<file path="src/rtl/alu_defs.sv">
`timescale 1ps/1fs
// Shared ALU definitions: datapath width and opcodes.
// Every gate-level ALU unit sizes its buses from ALU_WIDTH.
package alu_defs;

  localparam int ALU_WIDTH = 32;

  localparam logic [3:0] OP_ADD = 4'h0;
  localparam logic [3:0] OP_SUB = 4'h1;
  localparam logic [3:0] OP_AND = 4'h2;
  localparam logic [3:0] OP_OR  = 4'h3;
  localparam logic [3:0] OP_XOR = 4'h4;
  localparam logic [3:0] OP_SLL = 4'h5;
  localparam logic [3:0] OP_SRL = 4'h6;
  localparam logic [3:0] OP_SRA = 4'h7;
  localparam logic [3:0] OP_SLT = 4'h8;
  localparam logic [3:0] OP_SLTU = 4'h9;

endpackage

</file>
<file path="src/rtl/xor_1.sv">
`timescale 1ps/1fs
// One-bit XOR cell: r = (a & ~b) | (~a & b).
// Gate primitives keep it alongside the and_1/or_1 cells.
module xor_1 (
  output logic r,
  input  logic a,
  input  logic b
);

  logic na;
  logic nb;
  logic t0;
  logic t1;

  not u_na (na, a);
  not u_nb (nb, b);
  and u_t0 (t0, a, nb);
  and u_t1 (t1, na, b);
  or  u_r  (r, t0, t1);

endmodule

</file>
<file path="src/rtl/xor_32.sv">
`timescale 1ps/1fs
// Bitwise XOR unit for the ALU: combinational R and zero,
// plus a registered copy R_q with async active-high reset.
module xor_32
  import alu_defs::*;
#(
  parameter int WIDTH = ALU_WIDTH
) (
  output logic [WIDTH-1:0] R,
  input  logic [WIDTH-1:0] A,
  input  logic [WIDTH-1:0] B,
  input  logic             clk,
  input  logic             rst,
  output logic [WIDTH-1:0] R_q,
  output logic             zero
);

  // Independent cells, so an unknown input bit only spoils its own result bit.
  for (genvar i = 0; i < WIDTH; i++) begin : g_bit
    xor_1 u_bit (
      .r (R[i]),
      .a (A[i]),
      .b (B[i])
    );
  end

  assign zero = ~|R;

  // Registered result; reset clears it without waiting for a clock.
  always_ff @(posedge clk or posedge rst) begin
    if (rst) R_q <= '0;
    else     R_q <= R;
  end

endmodule

</file>
<file path="config.mk">
export PLATFORM = sky130hd
export DESIGN_NAME = xor_32
export DESIGN_NICKNAME = d
export VERILOG_FILES = /design/src/rtl/alu_defs.sv /design/src/rtl/xor_1.sv /design/src/rtl/xor_32.sv
export SDC_FILE = /design/constraint.sdc
export NUM_CORES = 1
export LEC_CHECK = 0
export ABC_AREA = 1
export ABC_CLOCK_PERIOD_IN_PS = 2100
export BUFFER_PORTS_ARGS = -buffer_cell sky130_fd_sc_hd__buf_2
export CAP_MARGIN = 20
export CORE_MARGIN = 5
export CORE_UTILIZATION = 42
export CTS_CLUSTER_DIAMETER = 120
export DETAILED_ROUTE_END_ITERATION = 6
export PLACE_DENSITY = 0.9
export SYNTH_ARGS = -nofsm -noshare
export SYNTH_HDL_FRONTEND = slang
export SYNTH_SLANG_ARGS = --single-unit
</file>
<file path="constraint.sdc">
create_clock -name clk -period 2.1 [get_ports clk]
set_input_delay 0.21 -clock clk [delete_from_list [all_inputs] [get_ports clk]]
set_output_delay 0.21 -clock clk [all_outputs]
set_load 0.05 [all_outputs]
</file>
==> impl_metrics.ini <==
[job]
cap_violations = 0

[timing]
worstMarginPinSlew_ps = 392
rsz0062_at_grt = no
slew_headroom = 0.738
period_needed_ps = 1400
hold_viol_final = 0
tns_ps = 0
fmax_mhz = 713
setup_viol = 0
finalMaxSlewViolations = 0
post-route-period-util = 0.668

[layout]
areaGrowthSynthToFinish_pct = 34.6
stdcell_area_um2 = 2250
top_register = R_q
final_common_cell = buf_2
drive_gt1_frac = 0.454
largest_reg_flops = 32
antenna_cells = 0
reg.largest.list = R_q: 32 flops
num-fill-cells = 396
final_cell_mix = 130 x buf_2, 62 x nor2_1, 48 x nand2_1, 34 x inv_1, 32 x dfrtp_1
fin_nets = 394

[power]
power_density_nw_per_um2 = 809
p_leak_nw = 1.42
power.share.clock = 0.270
max-vdd-ir-drop_mv = 0.363
swShare = 0.394
p_int_mw = 1.10
sequentialPowerShare = 0.371
combPwrFrac = 0.358
switchingPower_uw = 716

[synthesis]
syn_nets = 288
ys_seq_elements = 32
syn_area_per_cell_um2 = 7.52
netlist_area_um2 = 1670
yosysUniqueCellTypes = 9
synth_top_area_share = 0.480
ys_seq_area_frac = 0.480
syn_inst = 222
yosysTopAreaCell = dfrtp_1
ys_warn_count = 0
synthTopCellsByArea = dfrtp_1 48%, buf_4 14%, nor2_1 14%

[detailed_routing]
drtIter0Drc = 55
post_drt_wl_per_cell_um = 10.8
viasPerCell = 4.22
drcViolationCount = 0
ant_nets = 0
routed_wl_mm = 4.07
drt_first_pass_iters = 4
via_count = 1597

[clock_network]
cts_hold_buf = 0
cts_resized = 0
post_cts_buffers = 0
cts_tree = done
clk_pin_slew_ps = 60
numCtsBuffers = 5
cts.sinks = 32
clk_path_buf_depth = 2
root_buffer = clkbuf_8
htree_levels = 2

[worst_hold_path]
min_path_type = in -> async

[place]
io_buffers = 130
routabilityCongestion = 0.735
placed_cell_area_um2 = 2150
dpl.hpwl_mm = 3.53

[floorplan]
dieArea_um2 = 5330
initial_core_util = 0.426
io_pins = 131
die-height_um = 73.0
row_count = 23
dieWidth_um = 73.0
core_area_um2 = 3910

[critical_path]
path_class = in -> out
crit_required_ps = 1890
critPathLaunchType = input port
cp-end-kind = output port
crit_arrival_ps = 1190
cp_max_fo = 3

[global_route]
grt_max_degree = 33
grt_first_pass_wirelength_mm = 6.24
antenna_found_initial = 0
track_usage = 0.150
grt_overflow_total = 0
grt_pass1_vias = 1556

[run_status]
outcome = finished, final reports clean
==> Yosys cell counts <==
library cell,instances
inv_2,3
dfrtp_1,32
nand2_2,5
inv_1,34
nand2_1,48
nor2_1,62
nor2_2,3
buf_4,32
xor2_1,3
==> through the flow <==
step	cells	setup WS, ps	util	total power, mW	hold WS (ps)
2_1_floorplan	222	819	-	1.22	326
3_3_place_gp	371	671	0.549	1.33	302
3_5_place_dp	371	658	0.549	1.35	315
4_1_cts	378	663	0.574	1.84	20.4
5_1_grt	378	533	0.574	1.90	61.8
6_report	378	698	0.574	1.82	7.97
==> logic make-up (layout without fill, tap and decap cells) <==
group                     count (synthesis)  in the layout  synth area share
buffers and inverters                    69            175             0.227
xor gates and xnor gates                  3              3            0.0157
DFF                                      32             32             0.480
and+or+nand+nor                         118            118             0.277
==> critical path, cell delays in order <==
cell     delay, ps
buf_2          110
nor2_1          90
nor2_1          70
nor2_1         100
nand2_1         60
nor2_1         120
nand2_1         90
nor2_2          70
buf_2          260
==> final cells by class <==
class,count,area (um2),share of cell area
sequential,32,801,0.357
clock buffer,7,96.3,0.0429
timing repair buffer,131,658,0.293
tap,50,62.6,0.0279
multi-input combinational,121,489,0.218
inverter,37,139,0.0618
==> power by group through the flow <==
stage	logic, mW	registers (mW)	clock network [mW]
finish	0.652	0.675	0.491
global route	0.694	0.680	0.528
floorplan	0.353	0.865	0
detailed placement	0.658	0.687	0
CTS	0.659	0.676	0.508
global placement	0.646	0.684	0
==> worst paths after layout <==
kind | from | endpoint | slack (ps) | depth (start not counted)
max | B[23] | zero | 700 | 9
min | rst | R_q[12]$_DFF_PP0_ | 8 | 3
max in group asynchronous | rst | R_q[7]$_DFF_PP0_ | 1800 | 3
min in group clk | B[0] | R_q[0]$_DFF_PP0_ | 150 | 2
==> per-layer routing <==
metal / vias to the layer above / part of all wire / GRT usage
met1: 702 / 0.31 / 0.136
met4: 0 / 0.015 / 0.0738
met3: 7 / 0.11 / 0.0372
li1: 814 / - / -
met2: 74 / 0.56 / 0.300
met5: - / 0 / 0
Note: power is estimated with default switching activity, not from simulation.
